===== config.mk =====
export PLATFORM = sky130hd
export DESIGN_NAME = uart_fifo_bridge_flat
export DESIGN_NICKNAME = d
export VERILOG_FILES = /design/src/rtl/uart_fifo_bridge_if.sv /design/src/rtl/uart_fifo_bridge.sv /design/src/flat_wrapper.sv
export SDC_FILE = /design/constraint.sdc
export NUM_CORES = 1
export LEC_CHECK = 0
export ABC_AREA = 0
export ABC_CLOCK_PERIOD_IN_PS = 3400
export BUFFER_PORTS_ARGS = -buffer_cell sky130_fd_sc_hd__clkbuf_2
export CORE_ASPECT_RATIO = 0.7
export CORE_MARGIN = 3
export CORE_UTILIZATION = 40
export DETAILED_ROUTE_END_ITERATION = 8
export PLACE_DENSITY = 0.57
export SETUP_SLACK_MARGIN = 0.5
export SLEW_MARGIN = 10
export SYNTH_ARGS = -nofsm -noshare
export SYNTH_HDL_FRONTEND = slang
export SYNTH_SLANG_ARGS = --single-unit

===== constraint.sdc =====
create_clock -name sys_clk -period 3.4 [get_ports sys_clk]
set_clock_uncertainty 0.2 [all_clocks]
set_input_delay 0.34 -clock sys_clk [delete_from_list [all_inputs] [get_ports sys_clk]]
set_output_delay 0.34 -clock sys_clk [all_outputs]
set_load 0.005 [all_outputs]

===== src/rtl/uart_fifo_bridge_if.sv =====
// Host-side and transceiver-side signal bundle for uart_fifo_bridge.
// The bridge connects through the slave modport. Whatever drives the host
// and transceiver pins, such as a bus adapter or a testbench, uses the
// master modport.
interface uart_fifo_bridge_if #(
    parameter int DEPTH_LOG2 = 4
);
    // Host side
    logic                  tx_push;
    logic [7:0]            tx_push_data;
    logic                  tx_full;
    logic [DEPTH_LOG2:0]   tx_level;
    logic                  tx_idle;
    logic                  rx_pop;
    logic [7:0]            rx_pop_data;
    logic                  rx_empty;
    logic [DEPTH_LOG2:0]   rx_level;
    logic                  clr_flags;
    logic                  tx_overflow;
    logic                  rx_overrun;
    logic                  rx_break_seen;

    // Transceiver side
    logic [7:0]            xcvr_tx_data;
    logic                  xcvr_tx_wr;
    logic                  xcvr_tx_done;
    logic [7:0]            xcvr_rx_data;
    logic                  xcvr_rx_done;
    logic                  xcvr_rx_break;

    modport slave (
        input  tx_push, tx_push_data, rx_pop, clr_flags,
               xcvr_tx_done, xcvr_rx_data, xcvr_rx_done, xcvr_rx_break,
        output tx_full, tx_level, tx_idle, rx_pop_data, rx_empty, rx_level,
               tx_overflow, rx_overrun, rx_break_seen, xcvr_tx_data, xcvr_tx_wr
    );

    modport master (
        output tx_push, tx_push_data, rx_pop, clr_flags,
               xcvr_tx_done, xcvr_rx_data, xcvr_rx_done, xcvr_rx_break,
        input  tx_full, tx_level, tx_idle, rx_pop_data, rx_empty, rx_level,
               tx_overflow, rx_overrun, rx_break_seen, xcvr_tx_data, xcvr_tx_wr
    );
endinterface


===== src/rtl/uart_fifo_bridge.sv =====
// Buffering stage between a host and a UART transceiver.
// The TX FIFO feeds the transceiver one byte at a time, and a new byte is
// issued only after the previous tx_done. The RX FIFO captures received
// bytes for the host. Sticky overflow, overrun and break flags are reported
// to the host.
module uart_fifo_bridge #(
    parameter int DEPTH_LOG2 = 4
) (
    input  logic               sys_clk,
    input  logic               sys_rst,
    uart_fifo_bridge_if.slave  bus
);
    localparam int                  DEPTH      = 1 << DEPTH_LOG2;
    localparam logic [DEPTH_LOG2:0] FULL_COUNT = DEPTH[DEPTH_LOG2:0];
    localparam logic [DEPTH_LOG2:0] ONE        = (DEPTH_LOG2+1)'(1);

    localparam logic [0:0] ST_IDLE = 1'b0;
    localparam logic [0:0] ST_WAIT = 1'b1;

    logic [7:0]            r_tx_mem [DEPTH];
    logic [DEPTH_LOG2-1:0] r_tx_wr_ptr, r_tx_rd_ptr;
    logic [DEPTH_LOG2:0]   r_tx_count;
    logic [7:0]            r_rx_mem [DEPTH];
    logic [DEPTH_LOG2-1:0] r_rx_wr_ptr, r_rx_rd_ptr;
    logic [DEPTH_LOG2:0]   r_rx_count;
    logic [0:0]            r_state;
    logic [7:0]            r_xcvr_tx_data;
    logic                  r_xcvr_tx_wr;
    logic                  r_tx_overflow, r_rx_overrun, r_rx_break_seen;

    logic w_tx_full, w_tx_wr_en, w_tx_rd_en;
    logic w_rx_full, w_rx_wr_en, w_rx_rd_en;

    // Full is evaluated from the registered count. A write into a full FIFO
    // is dropped even when a pop happens in the same cycle.
    assign w_tx_full  = (r_tx_count == FULL_COUNT);
    assign w_tx_wr_en = bus.tx_push && !w_tx_full;
    assign w_tx_rd_en = (r_state == ST_IDLE) && (r_tx_count != '0);
    assign w_rx_full  = (r_rx_count == FULL_COUNT);
    assign w_rx_wr_en = bus.xcvr_rx_done && !w_rx_full;
    assign w_rx_rd_en = bus.rx_pop && (r_rx_count != '0);

    assign bus.tx_full       = w_tx_full;
    assign bus.tx_level      = r_tx_count;
    assign bus.tx_idle       = (r_state == ST_IDLE) && (r_tx_count == '0);
    assign bus.rx_empty      = (r_rx_count == '0);
    assign bus.rx_level      = r_rx_count;
    assign bus.rx_pop_data   = r_rx_mem[r_rx_rd_ptr];
    assign bus.xcvr_tx_data  = r_xcvr_tx_data;
    assign bus.xcvr_tx_wr    = r_xcvr_tx_wr;
    assign bus.tx_overflow   = r_tx_overflow;
    assign bus.rx_overrun    = r_rx_overrun;
    assign bus.rx_break_seen = r_rx_break_seen;

    // TX storage write. Entries are only meaningful between the pointers.
    // NOTE: memory arrays are left unreset; resetting the pointers is enough and keeps the array RAM-inferable.
    always_ff @(posedge sys_clk) begin
        if (w_tx_wr_en) r_tx_mem[r_tx_wr_ptr] <= bus.tx_push_data;
    end

    // TX pointers and occupancy; a simultaneous write and pop keeps the count.
    always_ff @(posedge sys_clk) begin
        // NOTE: non-blocking assignments for all state so every register samples pre-edge values.
        if (sys_rst) begin
            r_tx_wr_ptr <= '0;
            r_tx_rd_ptr <= '0;
            r_tx_count  <= '0;
        end else begin
            if (w_tx_wr_en) r_tx_wr_ptr <= r_tx_wr_ptr + 1'b1;
            if (w_tx_rd_en) r_tx_rd_ptr <= r_tx_rd_ptr + 1'b1;
            case ({w_tx_wr_en, w_tx_rd_en})
                2'b10:   r_tx_count <= r_tx_count + ONE;
                2'b01:   r_tx_count <= r_tx_count - ONE;
                default: r_tx_count <= r_tx_count;
            endcase
        end
    end

    // TX FSM: issue the head byte with a one-cycle strobe, then wait for tx_done.
    always_ff @(posedge sys_clk) begin
        if (sys_rst) begin
            r_state        <= ST_IDLE;
            r_xcvr_tx_wr   <= 1'b0;
            r_xcvr_tx_data <= 8'h00;
        end else begin
            case (r_state)
                ST_IDLE: begin
                    r_xcvr_tx_wr <= 1'b0;
                    if (w_tx_rd_en) begin
                        r_xcvr_tx_data <= r_tx_mem[r_tx_rd_ptr];
                        r_xcvr_tx_wr   <= 1'b1;
                        r_state        <= ST_WAIT;
                    end
                end
                default: begin
                    r_xcvr_tx_wr <= 1'b0;
                    if (bus.xcvr_tx_done) r_state <= ST_IDLE;
                end
            endcase
        end
    end

    // RX storage write from the transceiver receive pulse.
    always_ff @(posedge sys_clk) begin
        if (w_rx_wr_en) r_rx_mem[r_rx_wr_ptr] <= bus.xcvr_rx_data;
    end

    // RX pointers and occupancy; a pop on an empty FIFO is ignored.
    always_ff @(posedge sys_clk) begin
        if (sys_rst) begin
            r_rx_wr_ptr <= '0;
            r_rx_rd_ptr <= '0;
            r_rx_count  <= '0;
        end else begin
            if (w_rx_wr_en) r_rx_wr_ptr <= r_rx_wr_ptr + 1'b1;
            if (w_rx_rd_en) r_rx_rd_ptr <= r_rx_rd_ptr + 1'b1;
            case ({w_rx_wr_en, w_rx_rd_en})
                2'b10:   r_rx_count <= r_rx_count + ONE;
                2'b01:   r_rx_count <= r_rx_count - ONE;
                default: r_rx_count <= r_rx_count;
            endcase
        end
    end

    // Sticky flags: a set event wins over clr_flags in the same cycle.
    always_ff @(posedge sys_clk) begin
        if (sys_rst) begin
            r_tx_overflow   <= 1'b0;
            r_rx_overrun    <= 1'b0;
            r_rx_break_seen <= 1'b0;
        end else begin
            if (bus.tx_push && w_tx_full)           r_tx_overflow   <= 1'b1;
            else if (bus.clr_flags)                 r_tx_overflow   <= 1'b0;
            if (bus.xcvr_rx_done && w_rx_full)      r_rx_overrun    <= 1'b1;
            else if (bus.clr_flags)                 r_rx_overrun    <= 1'b0;
            if (bus.xcvr_rx_break)                  r_rx_break_seen <= 1'b1;
            else if (bus.clr_flags)                 r_rx_break_seen <= 1'b0;
        end
    end
endmodule

===== src/flat_wrapper.sv =====
// flat-port wrapper written by rule: the top's interface ports become plain ports
module uart_fifo_bridge_flat 
#(
    parameter int DEPTH_LOG2 = 4
)
  (sys_clk, sys_rst, bus_tx_push, bus_tx_push_data, bus_rx_pop, bus_clr_flags, bus_xcvr_tx_done, bus_xcvr_rx_data, bus_xcvr_rx_done, bus_xcvr_rx_break, bus_tx_full, bus_tx_level, bus_tx_idle, bus_rx_pop_data, bus_rx_empty, bus_rx_level, bus_tx_overflow, bus_rx_overrun, bus_rx_break_seen, bus_xcvr_tx_data, bus_xcvr_tx_wr);
  uart_fifo_bridge_if #(.DEPTH_LOG2(DEPTH_LOG2)) bus_i ();
  input  logic sys_clk;
  input  logic sys_rst;
  input wire logic [$bits(bus_i.tx_push)-1:0] bus_tx_push;
  input wire logic [$bits(bus_i.tx_push_data)-1:0] bus_tx_push_data;
  input wire logic [$bits(bus_i.rx_pop)-1:0] bus_rx_pop;
  input wire logic [$bits(bus_i.clr_flags)-1:0] bus_clr_flags;
  input wire logic [$bits(bus_i.xcvr_tx_done)-1:0] bus_xcvr_tx_done;
  input wire logic [$bits(bus_i.xcvr_rx_data)-1:0] bus_xcvr_rx_data;
  input wire logic [$bits(bus_i.xcvr_rx_done)-1:0] bus_xcvr_rx_done;
  input wire logic [$bits(bus_i.xcvr_rx_break)-1:0] bus_xcvr_rx_break;
  output wire logic [$bits(bus_i.tx_full)-1:0] bus_tx_full;
  output wire logic [$bits(bus_i.tx_level)-1:0] bus_tx_level;
  output wire logic [$bits(bus_i.tx_idle)-1:0] bus_tx_idle;
  output wire logic [$bits(bus_i.rx_pop_data)-1:0] bus_rx_pop_data;
  output wire logic [$bits(bus_i.rx_empty)-1:0] bus_rx_empty;
  output wire logic [$bits(bus_i.rx_level)-1:0] bus_rx_level;
  output wire logic [$bits(bus_i.tx_overflow)-1:0] bus_tx_overflow;
  output wire logic [$bits(bus_i.rx_overrun)-1:0] bus_rx_overrun;
  output wire logic [$bits(bus_i.rx_break_seen)-1:0] bus_rx_break_seen;
  output wire logic [$bits(bus_i.xcvr_tx_data)-1:0] bus_xcvr_tx_data;
  output wire logic [$bits(bus_i.xcvr_tx_wr)-1:0] bus_xcvr_tx_wr;
  assign bus_i.tx_push = bus_tx_push;
  assign bus_i.tx_push_data = bus_tx_push_data;
  assign bus_i.rx_pop = bus_rx_pop;
  assign bus_i.clr_flags = bus_clr_flags;
  assign bus_i.xcvr_tx_done = bus_xcvr_tx_done;
  assign bus_i.xcvr_rx_data = bus_xcvr_rx_data;
  assign bus_i.xcvr_rx_done = bus_xcvr_rx_done;
  assign bus_i.xcvr_rx_break = bus_xcvr_rx_break;
  assign bus_tx_full = bus_i.tx_full;
  assign bus_tx_level = bus_i.tx_level;
  assign bus_tx_idle = bus_i.tx_idle;
  assign bus_rx_pop_data = bus_i.rx_pop_data;
  assign bus_rx_empty = bus_i.rx_empty;
  assign bus_rx_level = bus_i.rx_level;
  assign bus_tx_overflow = bus_i.tx_overflow;
  assign bus_rx_overrun = bus_i.rx_overrun;
  assign bus_rx_break_seen = bus_i.rx_break_seen;
  assign bus_xcvr_tx_data = bus_i.xcvr_tx_data;
  assign bus_xcvr_tx_wr = bus_i.xcvr_tx_wr;
  uart_fifo_bridge #(.DEPTH_LOG2(DEPTH_LOG2)) u_core (.sys_clk(sys_clk), .sys_rst(sys_rst), .bus(bus_i));
endmodule

---- Word-level counts from Yosys, hierarchy flattened ----
Memories as Yosys holds them, arrays and structs flattened. A register that Yosys moved wholly into a read port is not among the register bits.
Index checks and enable logic that the tools add are counted.
storage, ports and cells
  register bits after elaboration ......... 31
  bits in writable memories ............... 256
  input bits .............................. 24
  output and inout bits ................... 33
  word-level logic and storage cells ...... 63
  memories kept ........................... 2
memories
  memory           depth  width  rd ports  clocked after memory_dff  write ports  line                    source
  u_core.r_rx_mem  16     8      1         1                         1            uart_fifo_bridge.sv:23  logic [7:0] r_rx_mem [DEPTH];
  u_core.r_tx_mem  16     8      1         1                         1            uart_fifo_bridge.sv:20  logic [7:0] r_tx_mem [DEPTH];
operators by class
  add/sub/neg operators ................... 8
  equal/unequal tests ..................... 6
  multiplexer cells ....................... 15
  bitwise gates (word level) .............. 1
  reductions and logical operators ........ 20
operators with widths
  operator                                                                count
  5-bit one-hot mux with 2 select lines                                   2
  4-bit by 1-bit adder with 4-bit output (second input constant)          4
  1-bit 2-to-1 mux                                                        11
  5-bit by 1-bit adder with 5-bit output (second input constant)          2
  5-bit equality test (second input constant)                             2
  5-bit zero test                                                         2
  2-bit nonzero test                                                      5
  5-bit nonzero test                                                      2
  5-bit by 1-bit subtractor with 5-bit output (second input constant)     2
  4-bit 2-to-1 mux                                                        2
  1-bit logical AND                                                       7
  2-bit by 1-bit equality test with 1-bit output (second input constant)  2
  2-bit equality test (second input constant)                             2
  1-bit zero test                                                         2
  2-bit AND reduction                                                     1
  2-bit OR reduction                                                      1
  1-bit NOT                                                               1

---- Logic depth before layout (Yosys ltp) ----
  depth after elaboration ................. 5
  gate-level depth with buffers ........... 13
  gate-level depth less buffers ........... 10

---- Least setup slack after synthesis ----
OpenSTA, ideal clock, no wires.
  path kind ............................... register to register
  start ................................... reg u_core.r_rx_count[1], in the netlist u_core.bus.rx_level[1]
  end ..................................... reg u_core.r_rx_count[4], in the netlist u_core.bus.rx_level[4]
  setup time .............................. 0.121 ns
  arrival time ............................ 2.904 ns
  data required time ...................... 3.079 ns
  slack ................................... 0.175 ns
  cell stages (with the launch flop) ...... 14
  buffers on the path ..................... 3
  clock period less this slack ............ 3.225 ns
  path through ............................ dfxtp_1 -> buf_2 -> or4_1 -> buf_2 -> o21ai_2 -> inv_1 -> ha_1 -> clkbuf_1 -> xor2_1 -> ha_1 -> a21oi_1 -> a32oi_1 -> a31oi_1 -> mux2_2
on the way
  word-level cells in the longest chain between the ends .. 5
  elaborated cells on any way between the ends .. 11
  those cells by class .................... add/sub (2); eq/ne (3); mux (1); reduce/logical (5)
ends and longest elaborated chain
  what                                                                                   line                     source
  start, declared                                                                        uart_fifo_bridge.sv:25   logic [DEPTH_LOG2:0] r_rx_count;
  start signal, assigned                                                                 uart_fifo_bridge.sv:118  2'b10: r_rx_count <= r_rx_count + ONE;
  start signal, assigned                                                                 uart_fifo_bridge.sv:119  2'b01: r_rx_count <= r_rx_count - ONE;
  start signal, assigned                                                                 uart_fifo_bridge.sv:120  default: r_rx_count <= r_rx_count;
  5-bit equality test                                                                    uart_fifo_bridge.sv:39   assign w_rx_full = (r_rx_count == FULL_COUNT);
  1-bit zero test                                                                        uart_fifo_bridge.sv:40   assign w_rx_wr_en = bus.xcvr_rx_done && !w_rx_full;
  1-bit logical AND                                                                      uart_fifo_bridge.sv:40
  2-bit by 1-bit equality test with 1-bit output or 2-bit equality test (tied branches)  uart_fifo_bridge.sv:117  case ({w_rx_wr_en, w_rx_rd_en})
  5-bit one-hot mux with 2 select lines or 2-bit nonzero test (tied branches)            n/a
Several ways; a longest one is shown, not always the timed one.
A chain may end at the register's enable or synchronous reset.

==> run_results.csv <==
group,metric,value,unit
placement,preCtsSetupSlack,372,ps
clock_tree,cts_tree,"built",
yosys,synth_top_family_by_area,"multiplexers",
drt,wl_per_cell,22.4,um
yosys,syn_inst,713,
global_route,grt_start_max_net_pins,35,
yosys,yosysSeqAreaShare,0.705,
yosys,synth_ff_type,"edfxtp_1",
yosys,synth_xor_area_frac,0.0137,
power,p_leak,4.64,nW
status,status,"finished clean",
timing,setup_viol,0,
final_layout,final_cell_mix,"256 x edfxtp_1, 70 x mux2i_1, 63 x nor2_1",
worst_setup_path,critPathMaxFanout,8,
clock_tree,path_clk_slew,60,ps
floorplanning,dieWidth,214,um
drt,drt_wl_total,27.5,mm
worst_setup_path,end_kind,"output port",
yosys,yosysTopAreaCell,"edfxtp_1",
clock_tree,cts_buffers,29,
drt,ant_nets,0,
final_layout,drive_gt1_frac,0.235,
global_route,antenna_found_initial,0,
yosys,async_flop_share,0,
floorplanning,die_area,32500,um^2
timing,period_needed,2930,ps
floorplanning,die_y,152,um
yosys,synth_edf_count,256,
hold_path,hp-class,"in2reg",
yosys,synth_compound_area_frac,0.0461,
placement,port_buffers,56,
drt,firstDrtPassIters,5,
floorplanning,initial_core_util,0.413,
power,ir_worst_vdd,0.000380,V
yosys,muxShareOfSynthArea,0.141,
global_route,grt_pass1_vias,6686,
worst_setup_path,cp.arrival,2390,ps
flow_run,cap_viol_max_count,0,
final_layout,regArea,8570,um^2
clock_tree,clock_latency,550,ps
yosys,synthesis.nets,754,
drt,viasPerCell,5.44,
placement,dp_hpwl,17.5,mm
final_layout,num_antenna_cells,0,
timing,slew_violations,0,
clock_tree,numClockSinks,299,
worst_setup_path,required,2860,ps
floorplanning,num_rows,52,
final_layout,final_nets,842,
clock_tree,cts_root_buffer,"clkbuf_16",
final_layout,syn2layout_area_growth,15.8,%
timing,worst_slack,468,ps
timing,grt_setup_unrepaired,"yes",
global_route,grt_use_total,0.167,
timing,timing.setup.tns,0,ps
clock_tree,htree_levels,1,
global_route,grt-ovfl-total,0,
worst_setup_path,path_class,"reg2out",
final_layout,fillers,2535,
yosys,synth.area.top_cells,"edfxtp_1 63%, dfxtp_1 7.1%, mux2i_1 5.8%",
floorplanning,pin_count,57,
worst_setup_path,cp-start-kind,"flip-flop",
yosys,synth-adder-area-share,0.0175,
timing,period_share,0.862,
timing,hold_viol,0,
drt,drc_errors,0,
yosys,yosysWarnings,0,
final_layout,multi_input_area,3300,um^2
timing,fmax,0.341,GHz
global_route,grt_pass1_wl,41.2,mm
final_layout,layout.cells.most_common,"edfxtp_1",
yosys,ys_types,52,
yosys,ys_ff_latch,299,
yosys,netlist.area_leader.share,0.634,
yosys,synthSimpleGateAreaFrac,0.0521,
timing,slew_headroom,0.348,
yosys,postSynthAreaPerCell,17.0,um^2
clock_tree,cts_buffer_depth,3,
drt,first_iter_violations,661,
drt,num_vias,6691,
floorplanning,core,29400,um^2
yosys,mappedNetlistArea,12100,um^2
timing,worst_pin_slew,975,ps
power,pwr_density_cell,690,nW/um^2
placement,gp_congestion,0.837,
-- path summary, 6_finish.rpt --
kind / depth (start not counted) / from / slack, ps / endpoint
hold / removal: 1 / bus_xcvr_rx_data[1] / 20 / u_core.r_rx_mem[9][1]
hold reg to reg: 2 / u_core.bus.xcvr_tx_data[5] / 300 / u_core.bus.xcvr_tx_data[5]
setup / recovery: 5 / flip-flop / 470 / bus_rx_pop_data[1]
setup reg to reg: 10 / u_core.bus.rx_level[0] / 500 / u_core.bus.rx_level[4]
-- logic make-up after synthesis --
logic type | after synthesis
compound gates | 80
xor+xnor | 19
fa+ha+maj | 17
buf+inv | 58
flops | 299
mux | 112
simple gates | 128
-- state kept, by name, summed over array words and instances, names as in the netlist, 4 cells and up, named ones only --
name                     count
u_core.r_tx_mem            128
u_core.r_rx_rd_ptr           4
u_core.r_tx_rd_ptr           4
u_core.r_rx_mem            128
u_core.bus.xcvr_tx_data      8
u_core.bus.tx_level          5
u_core.bus.rx_level          5
u_core.r_rx_wr_ptr           4
u_core.r_tx_wr_ptr           4
-- worst max-delay path, cell delays in order (launching register included) --
cell and delay, ps:
dfxtp_4 380, buf_4 130, buf_12 140, mux4_2 540, mux4_2 510, clkbuf_2 140
-- cell usage after synthesis, types with 8 or more instances --
| library cell | n |
|---|---|
| a21oi_1 | 9 |
| mux4_2 | 16 |
| nor4_1 | 9 |
| nand2_1 | 12 |
| mux4_1 | 24 |
| buf_2 | 10 |
| inv_1 | 13 |
| o22ai_1 | 34 |
| ha_1 | 17 |
| edfxtp_1 | 256 |
| buf_1 | 8 |
| dfxtp_1 | 43 |
| nor2_1 | 63 |
| mux2i_1 | 70 |
| a211oi_1 | 11 |
| clkbuf_1 | 17 |
| nor3_1 | 11 |
| xor2_1 | 13 |
-- power breakdown --
part           total (mW)  switching [mW]  leakage [nW]  internal (mW)
Clock                3.02            1.32         0.439           1.69
Combinational        2.19            1.14          1.54           1.06
Sequential           4.48           0.281          2.67           4.20
Total                9.69            2.74          4.64           6.95
-- timing repair --
action	CTS	global route
buffers inserted	4	2
hold buffers	9	0
gates cloned	3	0
hold endpoints to repair	37	0
resized for setup	26	10
endpoints found under the setup margin	14	14
pin swaps	2	3
-- metrics by stage --
step / instances / power [mW] / util / hold slack, ps / cell area [um^2]
finish: 1229 / 9.69 / 0.478 / 19.6 / 14000
global route: 1229 / 10.1 / 0.478 / 21.9 / 14000
CTS: 1227 / 9.71 / 0.476 / 1.07 / 14000
detailed placement: 1157 / 6.52 / 0.440 / 290 / 12900
global placement: 1157 / 6.42 / 0.440 / 265 / 12900
floorplan: 713 / 5.92 / - / 239 / 12200
-- metal layers --
layer	wire, um	vias up	global-route usage
met4	474	0	0.0326
met1	13100	3444	0.249
li1	-	2982	-
met3	1790	38	0.0391
met2	12100	227	0.254
met5	0	-	0
-- area by class of cell --
| type | instances | share of cell area |
|---|---|---|
| Sequential cell | 299 | 0.610 |
| Tap cell | 405 | 0.0361 |
| Timing Repair Buffer | 102 | 0.0518 |
| Multi-Input combinational cell | 356 | 0.235 |
| Clock buffer | 38 | 0.0555 |
| Clock inverter | 16 | 0.00828 |
| Inverter | 13 | 0.00347 |
(Power assumes the default switching activity.)
